$ cat config.mk
export PLATFORM = sky130hd
export DESIGN_NAME = axil_reg_slave
export DESIGN_NICKNAME = d
export VERILOG_FILES = /design/src/rtl/axil_reg_slave.sv
export SDC_FILE = /design/constraint.sdc
export NUM_CORES = 1
export LEC_CHECK = 0
export CAP_MARGIN = 10
export CORE_MARGIN = 4
export CORE_UTILIZATION = 40
export DETAILED_ROUTE_END_ITERATION = 16
export PLACE_DENSITY_LB_ADDON = 0.12
export SLEW_MARGIN = 30
export SYNTH_ARGS = -nofsm -noshare
export SYNTH_HDL_FRONTEND = slang
export SYNTH_SLANG_ARGS = --single-unit
$ cat constraint.sdc
create_clock -name s0_axi_aclk -period 7.15 [get_ports s0_axi_aclk]
set_clock_uncertainty 0.05 [all_clocks]
set_input_delay 1.43 -clock s0_axi_aclk [delete_from_list [all_inputs] [get_ports s0_axi_aclk]]
set_output_delay 1.43 -clock s0_axi_aclk [all_outputs]
set_load 0.1 [all_outputs]
$ cat src/rtl/axil_reg_slave.sv
// rtl/axil_reg_slave.sv - AXI4-Lite register bank responder
// Write address and data are captured independently and commit together; reads return pre-commit contents.
module axil_reg_slave #(
  parameter int DATA_WIDTH = 32,
  parameter int ADDR_WIDTH = 8,
  parameter int NUM_REGS   = 16
) (
  input  logic                    s0_axi_aclk,
  input  logic                    s0_axi_areset,
  input  logic [ADDR_WIDTH-1:0]   s0_axi_awaddr,
  input  logic                    s0_axi_awvalid,
  output logic                    s0_axi_awready,
  input  logic [DATA_WIDTH-1:0]   s0_axi_wdata,
  input  logic [DATA_WIDTH/8:0]   s0_axi_wstrb,
  input  logic                    s0_axi_wvalid,
  output logic                    s0_axi_wready,
  output logic                    s0_axi_bresp,
  output logic                    s0_axi_bvalid,
  input  logic                    s0_axi_bready,
  input  logic [ADDR_WIDTH-1:0]   s0_axi_araddr,
  input  logic                    s0_axi_arvalid,
  output logic                    s0_axi_arready,
  output logic [DATA_WIDTH-1:0]   s0_axi_rdata,
  output logic                    s0_axi_rresp,
  output logic                    s0_axi_rvalid,
  input  logic                    s0_axi_rready
);

  localparam int NB    = DATA_WIDTH / 8;
  localparam int IDX_W = ADDR_WIDTH - 2;

  logic [DATA_WIDTH-1:0] regs [NUM_REGS];

  logic                  aw_held, w_held;
  logic [IDX_W-1:0]      aw_idx_q;
  logic [DATA_WIDTH-1:0] w_data_q;
  logic [NB-1:0]         w_strb_q;

  logic                  aw_hs, w_hs, ar_hs, commit;
  logic [IDX_W-1:0]      wr_idx, rd_idx;
  logic [DATA_WIDTH-1:0] wr_data, rd_val;
  logic [NB-1:0]         wr_strb;
  logic                  wr_in_range, rd_in_range;
  logic                  unused_bits;

  // Byte offsets and the spare strobe MSB carry no meaning here.
  assign unused_bits = ^{s0_axi_wstrb[NB], s0_axi_awaddr[1:0], s0_axi_araddr[1:0]};

  assign s0_axi_awready = !aw_held && !s0_axi_bvalid;
  assign s0_axi_wready  = !w_held && !s0_axi_bvalid;
  assign s0_axi_arready = !s0_axi_rvalid;

  assign aw_hs  = s0_axi_awvalid && s0_axi_awready;
  assign w_hs   = s0_axi_wvalid && s0_axi_wready;
  assign ar_hs  = s0_axi_arvalid && s0_axi_arready;
  assign commit = (aw_held || aw_hs) && (w_held || w_hs);

  // Held values take priority over the live bus for whichever half arrived first.
  assign wr_idx  = aw_held ? aw_idx_q : s0_axi_awaddr[ADDR_WIDTH-1:2];
  assign wr_data = w_held ? w_data_q : s0_axi_wdata;
  assign wr_strb = w_held ? w_strb_q : s0_axi_wstrb[NB-1:0];
  assign rd_idx  = s0_axi_araddr[ADDR_WIDTH-1:2];

  assign wr_in_range = {1'b0, wr_idx} < (IDX_W+1)'(NUM_REGS);
  assign rd_in_range = {1'b0, rd_idx} < (IDX_W+1)'(NUM_REGS);

  always_comb begin
    rd_val = '0;
    for (int i = 0; i < NUM_REGS; i++)
      if (rd_idx == IDX_W'(i)) rd_val = regs[i];
  end

  always_ff @(posedge s0_axi_aclk) begin
    if (s0_axi_areset) begin
      for (int i = 0; i < NUM_REGS; i++) regs[i] <= '0;
      aw_held       <= 1'b0;
      w_held        <= 1'b0;
      aw_idx_q      <= '0;
      w_data_q      <= '0;
      w_strb_q      <= '0;
      s0_axi_bvalid <= 1'b0;
      s0_axi_bresp  <= 1'b0;
      s0_axi_rvalid <= 1'b0;
      s0_axi_rresp  <= 1'b0;
      s0_axi_rdata  <= '0;
    end else begin
      if (commit) begin
        aw_held <= 1'b0;
        w_held  <= 1'b0;
        for (int i = 0; i < NUM_REGS; i++)
          if (wr_idx == IDX_W'(i))
            for (int b = 0; b < NB; b++)
              if (wr_strb[b]) regs[i][8*b +: 8] <= wr_data[8*b +: 8];
        s0_axi_bvalid <= 1'b1;
        s0_axi_bresp  <= !wr_in_range;
      end else begin
        if (aw_hs) begin
          aw_held  <= 1'b1;
          aw_idx_q <= s0_axi_awaddr[ADDR_WIDTH-1:2];
        end
        if (w_hs) begin
          w_held   <= 1'b1;
          w_data_q <= s0_axi_wdata;
          w_strb_q <= s0_axi_wstrb[NB-1:0];
        end
        if (s0_axi_bvalid && s0_axi_bready) s0_axi_bvalid <= 1'b0;
      end

      // rd_val samples regs before this edge's commit lands.
      if (ar_hs) begin
        s0_axi_rvalid <= 1'b1;
        s0_axi_rdata  <= rd_in_range ? rd_val : '0;
        s0_axi_rresp  <= !rd_in_range;
      end else if (s0_axi_rvalid && s0_axi_rready) begin
        s0_axi_rvalid <= 1'b0;
      end
    end
  end

endmodule
Word-level counts from Yosys, hierarchy flattened --
Memory sizes are Yosys's and may differ from the RTL's. Cells that the tools add are included.
Word-level totals: flip-flop bits (word level) 80, RAM bits 512, input port bits 60, output and inout bits 39, logic and storage cells 481, memories 1
Operators by class: $lt $le $gt $ge 2, equality and inequality tests 30, multiplexer cells 350, bitwise logic cells 65, reductions and logical operators 23
Memories:
- regs | depth 16, width 32, read ports 16, clocked after memory_dff 0, wr ports 16, line 32 | logic [DATA_WIDTH-1:0] regs [NUM_REGS];
Operators with widths (number):
- $mux W32 | 18
- $mux W8 | 64
- $mux W1 | 266
- $eq A6 B4 Y1 const B | 16
- $or A1 B1 Y1 | 64
- $eq A6 B3 Y1 const B | 8
- $eq A6 B2 Y1 const B | 4
- $eq A6 B1 Y1 const B | 2
- $logic_not A6 Y1 | 2
- $lt A6 B5 Y1 const B | 2
- $logic_and A1 B1 Y1 | 8
- $logic_not A1 Y1 | 6
- $mux W6 | 1
- $mux W4 | 1
- $reduce_and A2 Y1 | 2
- $reduce_bool A2 Y1 | 2
- $logic_or A1 B1 Y1 | 2
- $reduce_or A2 Y1 | 1
- $not A1 Y1 | 1

Logic depth before layout (Yosys ltp) --
depth in word-level cells 18, depth in mapped cells 10

Worst setup path after synthesis --
OpenSTA, ideal clock, no wires.
path type flip-flop to output port, start reg s0_axi_bvalid, end out s0_axi_awready, arrival 2.088 ns, required time 5.670 ns, setup slack 3.582 ns, cell stages (with the launch flop) 2, cell sequence dfxtp_1 -> nor2_1
On the way: longest elaborated chain between the ends 2
RTL lines:
- start: declaration | line 18 | output logic s0_axi_bvalid,
- start signal: assignment | line 81 | s0_axi_bvalid <= 1'b0;
- start signal: assignment | line 94 | s0_axi_bvalid <= 1'b1;
- start signal: assignment | line 106 | if (s0_axi_bvalid && s0_axi_bready) s0_axi_bvalid <= 1'b0;
- $logic_not A1 Y1 | line 49 | assign s0_axi_awready = !aw_held && !s0_axi_bvalid;
- $logic_and A1 B1 Y1 | line 49
- end: declaration | line 12 | output logic s0_axi_awready,
Every way passes these cells.

Final worst setup path --
start in s0_axi_araddr[7], end reg s0_axi_rdata[28]
On the way: longest elaborated chain between the ends 18, elaborated cells between the ends (all ways) 34
RTL lines:
- start: declaration | line 20 | input logic [ADDR_WIDTH-1:0] s0_axi_araddr,
- $logic_not A6 Y1 | line 70 | if (rd_idx == IDX_W'(i)) rd_val = regs[i];
- $mux W32 (16 in series) | line 70
- $mux W32 (*) | line 112 | s0_axi_rdata <= rd_in_range ? rd_val : '0;
- end signal: assignment | line 112
- end: declaration | line 23 | output logic [DATA_WIDTH-1:0] s0_axi_rdata,
Every way passes the cells marked *; elsewhere a longest branch is shown, timed or not. A chain may end at the register's enable or synchronous reset.

==> impl.org <==
** Placed design
- Routability congestion estimate :: 0.8586
- In this run the cell area measured after placement is 27640 um2.
- After detailed placement, the design holds a cell count of 3012.
- Count of port buffers added during placement :: 93
- HPWL after detailed placement :: 54610 um

** Global route
- Maximum number of pins on one net before global-route repair :: 77
- The via count of the first global-routing pass came to 17700.
- Initial antenna violation count :: 1
- Gr ovfl total :: 0
- The first global-routing pass estimated 119400 um of wire.
- Overall routing resource usage :: 23.03%

** Synth
- Compound-gate portion of the synthesized area :: 11.63%
- Simple-gate area share of the yosys netlist :: 14.07%
- Adder-cell share of the synthesized area :: 0%
- Counting every net in the synthesized netlist gives 2239.
- Sequential cells were found to cover 65.47% of the synthesized design area.
- Asr flop ratio synth :: 0%
- Yosys printed 0 warnings.
- Summed over all instances, the cell type with the most area after synthesis is sky130_fd_sc_hd__edfxtp_1.
- Syn_area_per_cell :: 11.90 um2
- After synthesis, the largest family of logic cells by area is simple AND/OR/NAND/NOR gates.
- Number of enable flip-flop cells after synthesis :: 512
- Distinct cell type count after synthesis :: 70
- Synthesized instance count :: 2179
- Cell Area, Synth :: 25930 um2
- Of the total synthesized cell area, the portion taken by XOR and XNOR cells is 0%.
- Most used flip-flop cell after synthesis :: sky130_fd_sc_hd__edfxtp_1
- Top cells by area in the synthesized netlist :: sky130_fd_sc_hd__edfxtp_1 (59%), sky130_fd_sc_hd__nor2_1 (6.3%), sky130_fd_sc_hd__dfxtp_1 (6.2%)
- Fraction of synthesized area in multiplexers :: 5.337%
- Seq cells post-synth :: 592
- Share of the synthesized area in the top cell type :: 59.29%

** Clocking
- Root buffer cell :: sky130_fd_sc_hd__clkbuf_16
- Number of buffers inserted during clock tree synthesis :: 67
- Total of hold buffers inserted after clock tree synthesis :: 0
- Number of buffers on the longest clock path :: 3
- The later pin in the worst-skew pair is clocked with a latency of 0.60 ns.
- Quantity of gates resized following cts :: 0
- Clock-pin slew on the worst setup and hold paths :: 0.06 ns
- Total clock sinks :: 592
- Clock tree from TritonCTS :: built
- H-tree Lvls :: 3
- Once the clock tree was built, the setup fixing pass inserted 0 buffers.

** Routing
- Using the TritonRoute via totals, the vias-per-cell ratio works out to 5.753.
- Average wire per standard cell :: 25.98 um
- Post-route ant nets :: 0
- Via count :: 18020
- In this run, the number of DRC markers left after iteration 0 of detailed routing was 2154.
- Total Wirelength :: 81400 um
- DRC :: 0
- Number of iterations in the first detailed-routing pass :: 5

** Critical path
- Cell family contributing the most delay on the critical path :: simple AND/OR/NAND/NOR gates
- Type of destination of the critical path :: register
- The critical path goes through clkdlybuf4s50_1 > or4b_4 > nor2_2 > a22oi_1 > a21oi_1 > a2111oi_0 > o21ai_0.
- STA classifies the critical path startpoint as a primary input.
- STA puts the critical path data arrival time at 4.98 ns.
- Reg2reg path depth :: 5
- The critical path is of the in -> reg type.
- Maximum single-stage delay on the critical path :: 0.88 ns
- Sum of buffers and inverters on the critical path :: 1
- Critical-path cell with the highest stage delay :: sky130_fd_sc_hd__or4b_4
- The worst register-to-register path ends at regs[1][23].
- Worst reg2reg path startpoint :: aw_held
- Data required, critical path :: 7.61 ns
- Of all nets on the critical path, the largest fanout is 13.
- Across all register-to-register paths, the minimum setup slack is 3.42 ns.

** STA
- Measured against its own limit, the worst slew margin works out to 30.92%.
- Setup repair after global routing left no endpoint under its margin.
- Across all hold checks on the routed design, the worst slack comes to 0.3986 ns.
- The count of endpoints failing hold in the final timing report was 0.
- For the finished layout, the period the worst path requires is 4.517 ns.
- Final total negative setup slack :: 0 ns
- At the pin with the least slew margin, the transition time is 1.035 ns.
- The number of pins with negative max-slew slack in the final report is 0.
- Of the available clock period, the critical path in the final layout requires 63.18%.
- Derived from the worst setup path, the maximum achievable clock frequency is 221.4 MHz.
- Setup violations remaining at the end of the flow were counted as 0.

** Floorplanning
- Y dimension of the die :: 262.6 um
- Die Outline Area :: 68970 um2
- 99 I/O pins were placed.
- Placement row count :: 93
- Initial standard-cell utilization of the core :: 40.30%
- From left edge to right edge, the die measures 262.6 um.
- Core region area :: 64350 um2

** Outcome
- Run status :: completed

** Hold path
- In this run the worst hold path is classified as reg -> reg.
- End of the worst hold path :: s0_axi_rdata[17]
- In this run the most critical hold path is launched from s0_axi_rdata[17].
- Worst Hold Path Cells :: 2

** Pwr
- Cell leakage power :: 0.01027 uW
- Pwr Density :: 267.2 nW/um2
- IR analysis of the VDD net gives a maximum drop of 154.1 uV.
- The design draws 7952 uW.

** Final layout
- After routing the design area is 29760 um2.
- Compared with the post-synthesis result, the final layout area differs by 14.75%.
- The final layout contains 2287 nets.
- Of the cells placed in the final design, the portion with a size suffix greater than 1 is 12.08%.
- Non-filler instance count after layout :: 3133
- The layout has 5794 filler cells.

** Job
- Max-cap violations in this run came to 0.
## stage by stage
stage / setup WS [ns] / util, %
2_1_floorplan: 3.582 / -
3_3_place_gp: 2.171 / 42.87
3_5_place_dp: 2.216 / 42.96
4_1_cts: 2.819 / 46.17
5_1_grt: 2.583 / 46.24
6_report: 2.633 / 46.24
## layout make-up
| type | instances | area, um2 | area share, % |
|---|---|---|---|
| Timing Repair Buffer | 142 | 1306 | 4.390 |
| Inverter | 39 | 146.4 | 0.4920 |
| Clock buffer | 96 | 1932 | 6.492 |
| Clock inverter | 23 | 137.6 | 0.4625 |
| Sequential cell | 592 | 16980 | 57.06 |
| Tap cell | 855 | 1070 | 3.595 |
| Antenna cell | 1 | 2.502 | 0.008410 |
| Multi-Input combinational cell | 1385 | 8184 | 27.50 |
## synth_stat cells (all sizes together), types with 17 or more instances
library cell	n
a221oi	27
nand3	20
a211oi	17
o21ai	101
mux4	19
mux2i	73
or2	45
mux2	20
a22oi	27
nor2	443
nand2b	51
o21bai	26
nand2	163
nand4	29
o22ai	22
edfxtp	512
buf	63
o221ai	17
a21oi	134
inv	38
dfxtp	80
clkbuf	100
## how the worst max path moves through the flow
stage	startpoint	to	slack [ns]	depth (start not counted)
2_1_floorplan	s0_axi_bvalid	s0_axi_awready	3.58	1
3_3_place_gp	s0_axi_awaddr[6]	regs[1][119]	2.17	6
3_5_place_dp	s0_axi_araddr[7]	s0_axi_rdata[28]	2.22	7
4_1_cts	s0_axi_araddr[7]	s0_axi_rdata[28]	2.82	7
5_1_grt	s0_axi_araddr[7]	s0_axi_rdata[28]	2.58	7
6_report	s0_axi_araddr[7]	s0_axi_rdata[28]	2.63	7
## per-layer routing
metal	vias up	routed length (um)	part of all wire [%]	GRT usage, %
li1	8094	-	-	-
met1	9020	36650	45	33.90
met2	779	36030	44	34.83
met3	131	6461	7.9	4.335
met4	0	2256	2.8	7.013
met5	-	0	0	0
## cells by family (layout without fill, tap and decap cells)
logic type | Yosys count | in the layout
and+or+nand+nor | 811 | 811
DFF | 592 | 592
AOI/OAI and AO/OA | 462 | 462
buffers and inverters | 202 | 300
muxes | 112 | 112
other | 0 | 1
## power by group
part / internal (uW) / switching, uW / total, uW
Clock: 1910 / 1400 / 3310
Combinational: 184 / 476 / 660
Sequential: 3930 / 56.4 / 3980
Total: 6020 / 1930 / 7950
## tightest hold or removal path, cell delays in order (launching register included)
cell,delay [ns]
sky130_fd_sc_hd__dfxtp_1,0.31
sky130_fd_sc_hd__nand2_1,0.05
sky130_fd_sc_hd__o21ai_1,0.05
## placed cells by master, fill, tap and decap left out, types with 6 or more instances in the layout
cell	n
sky130_fd_sc_hd__nand3b_1	11
sky130_fd_sc_hd__nor2_1	434
sky130_fd_sc_hd__mux4_2	19
sky130_fd_sc_hd__nor3_1	15
sky130_fd_sc_hd__clkbuf_16	72
sky130_fd_sc_hd__buf_4	49
sky130_fd_sc_hd__clkdlybuf4s50_1	89
sky130_fd_sc_hd__clkinv_1	10
sky130_fd_sc_hd__clkinv_2	10
sky130_fd_sc_hd__o21ai_0	90
sky130_fd_sc_hd__o21bai_2	24
sky130_fd_sc_hd__a2111oi_0	14
sky130_fd_sc_hd__nand3_1	20
sky130_fd_sc_hd__a211oi_1	16
sky130_fd_sc_hd__o211ai_1	8
sky130_fd_sc_hd__o2bb2ai_1	6
sky130_fd_sc_hd__a22oi_1	27
sky130_fd_sc_hd__a221oi_1	25
sky130_fd_sc_hd__o221ai_1	17
sky130_fd_sc_hd__nand2b_1	51
sky130_fd_sc_hd__nand2_1	161
sky130_fd_sc_hd__a22o_1	14
sky130_fd_sc_hd__inv_1	38
sky130_fd_sc_hd__mux2_2	20
sky130_fd_sc_hd__dfxtp_1	79
sky130_fd_sc_hd__or2_2	42
sky130_fd_sc_hd__clkbuf_1	20
sky130_fd_sc_hd__o21ai_1	11
sky130_fd_sc_hd__o22ai_1	22
sky130_fd_sc_hd__a21oi_1	134
sky130_fd_sc_hd__nand4_1	29
sky130_fd_sc_hd__mux2i_1	73
sky130_fd_sc_hd__edfxtp_1	512
sky130_fd_sc_hd__a31oi_1	6
## state kept, by name, summed over array words and instances (netlist names)
register       count
s0_axi_rresp       1
w_data_q          32
aw_idx_q           6
w_strb_q           4
s0_axi_rdata      32
aw_held            1
w_held             1
s0_axi_bvalid      1
regs             512
s0_axi_rvalid      1
s0_axi_bresp       1
Power figures use the tool's default switching activity.
==> patch (same settings) <==
Change the parameter `ADDR_WIDTH` from 8 to 7.
--- a/src/rtl/axil_reg_slave.sv
+++ b/src/rtl/axil_reg_slave.sv
@@ -2,7 +2,7 @@
 // Write address and data are captured independently and commit together; reads return pre-commit contents.
 module axil_reg_slave #(
   parameter int DATA_WIDTH = 32,
-  parameter int ADDR_WIDTH = 8,
+  parameter int ADDR_WIDTH = 7,
   parameter int NUM_REGS   = 16
 ) (
   input  logic                    s0_axi_aclk,
Interface: changed (resized s0_axi_araddr and s0_axi_awaddr); port bits go from 99 to 97. The function was not compared with the original's and may differ.
==> patch against the original RTL <==
Worst setup slack worse by 0.15 ns. Sequential cell count is 1 lower. Area after synthesis is 1.9% lower. Final area is 1.5% lower. Largest power group unchanged. Power is 0.86% higher. Fmax is 3.3% lower. Routed wire length is 1.0% higher.
==> patch: results (changes against the original RTL) <==
Layout clock area frac 7.21% (+0.26 points); Setup WS pre-CTS 2.03 ns (-0.182 ns); maximum VDD drop 0.000185 V (+20%); Worst path max stage delay 0.83 ns (-0.05 ns); layout clock buffer count 92 (-4.2%); Bufs on Longest Clock Path 3 (unchanged); vias in the first global route 17,500 (-1.2%); Pre-Repair DR Iteration Count 6 (+1); WP data arrival 4.87 ns (-0.11 ns); M1 WL 36.8 mm (+0.33%); worst-margin pin slew 1.08 ns (+0.0439 ns); all-layer global routing usage 24.1% (+1.0 points); met2 GRT Util 36.3% (+1.5 points); nets 2,321 (+1.5%); Seq/Total Area, Yosys 66.7% (+1.2 points); initial DRC count 2,100 (-2.5%); top cells by area, synth edfxtp_1, dfxtp_1, nor2_1, nand2_1, a21oi_1; met3 usage 5.30% (+0.96 points); Non-Clock Buffer Area Fraction 4.54% (+0.15 points); Crit Path Max Fanout 9 (-4); Synth Instances 2,195 (+0.73%); drt wl/cell 26.0 µm (+0.16%); Yosys reg bits 591 (-0.17%); fill count 5,815 (+0.36%); Compound-Gate Fraction of Synth Area 13.3% (+1.7 points); placed cells 3,041 (+0.96%); synthesized-area fraction occupied by adder cells 0% (unchanged); global-route wire length before repair 120 mm (+0.43%); yosys warns 0 (unchanged); most common library cells after synthesis edfxtp_1, nor2_1, nand2_1; met2 routed WL 36.5 mm (+1.3%); initial antenna violation count 4 (+3); Yosys cell types 71 (+1.4%); Setup Buffers After CTS 0 (unchanged); Buffers, non-clock 147 (+3.5%); Mapped Nets 2,253 (+0.63%); Leak Pwr 0.0104 µW (+1.1%); # port buffers 91 (-2.2%); hpwl dp 56.3 mm (+3.1%); dpl cell area 27,200 µm² (-1.7%); Seq area share 57.9% (+0.82 points); met3 wire len 7.22 mm (+12%); uppermost layer routed met5; Die X 260 µm (-0.93%); Placer Congestion 0.866 (+0.85%); comb_multi_in 1,410 (+1.8%); TritonCTS Buffers 66 (-1.5%); inverters 47 (+21%); final WL 82.2 mm (+1.0%); Post-synth EDFFs 512 (unchanged); Crit-path slowest cell o21ai_0; multi-input logic area 7660 µm² (-6.4%); largest net degree at the start of global routing 57 (-26%); status finished clean; routed via count 18,200 (+1.2%); layout cells sized above 1 10.2% (-1.9 points); post-synthesis mux area share 2.68% (-2.7 points); PwrDens 274 nW/µm² (+2.4%); length in cells of the worst reg-to-reg path 6 (+1); GR Layer Usage met1 35.4% (+1.5 points)
## patch: changes by cell type after synthesis, sizes merged, moves of 28 or more
cell	delta
nand2	+115
nand2b	-36
nand4	-28
a22oi	+45
or2	-41
nor2	-30
mux2i	-51
## patch: worst paths after layout
| kind | from | to | slack (ns) |
|---|---|---|---|
| hold / removal | w_data_q[20] | w_data_q[20] | 0.40 |
| hold reg to reg | w_data_q[20] | w_data_q[20] | 0.40 |
| setup reg to reg | aw_held | regs[1][47] | 3.12 |
| setup / recovery | s0_axi_awaddr[6] | regs[0][252] | 2.48 |
## patch: cell families after synthesis
| kind of cell | Yosys count |
|---|---|
| buffers and inverters | 194 |
| muxes | 61 |
| AOI/OAI and AO/OA | 518 |
| DFF | 591 |
| and+or+nand+nor | 831 |
## patch: report_power, final
part | leakage (µW) | total [µW] | internal (µW) | switching, µW
Combinational | 0.00343 | 684 | 173 | 510
Sequential | 0.00591 | 4000 | 3930 | 68.2
Clock | 0.00104 | 3340 | 1970 | 1370
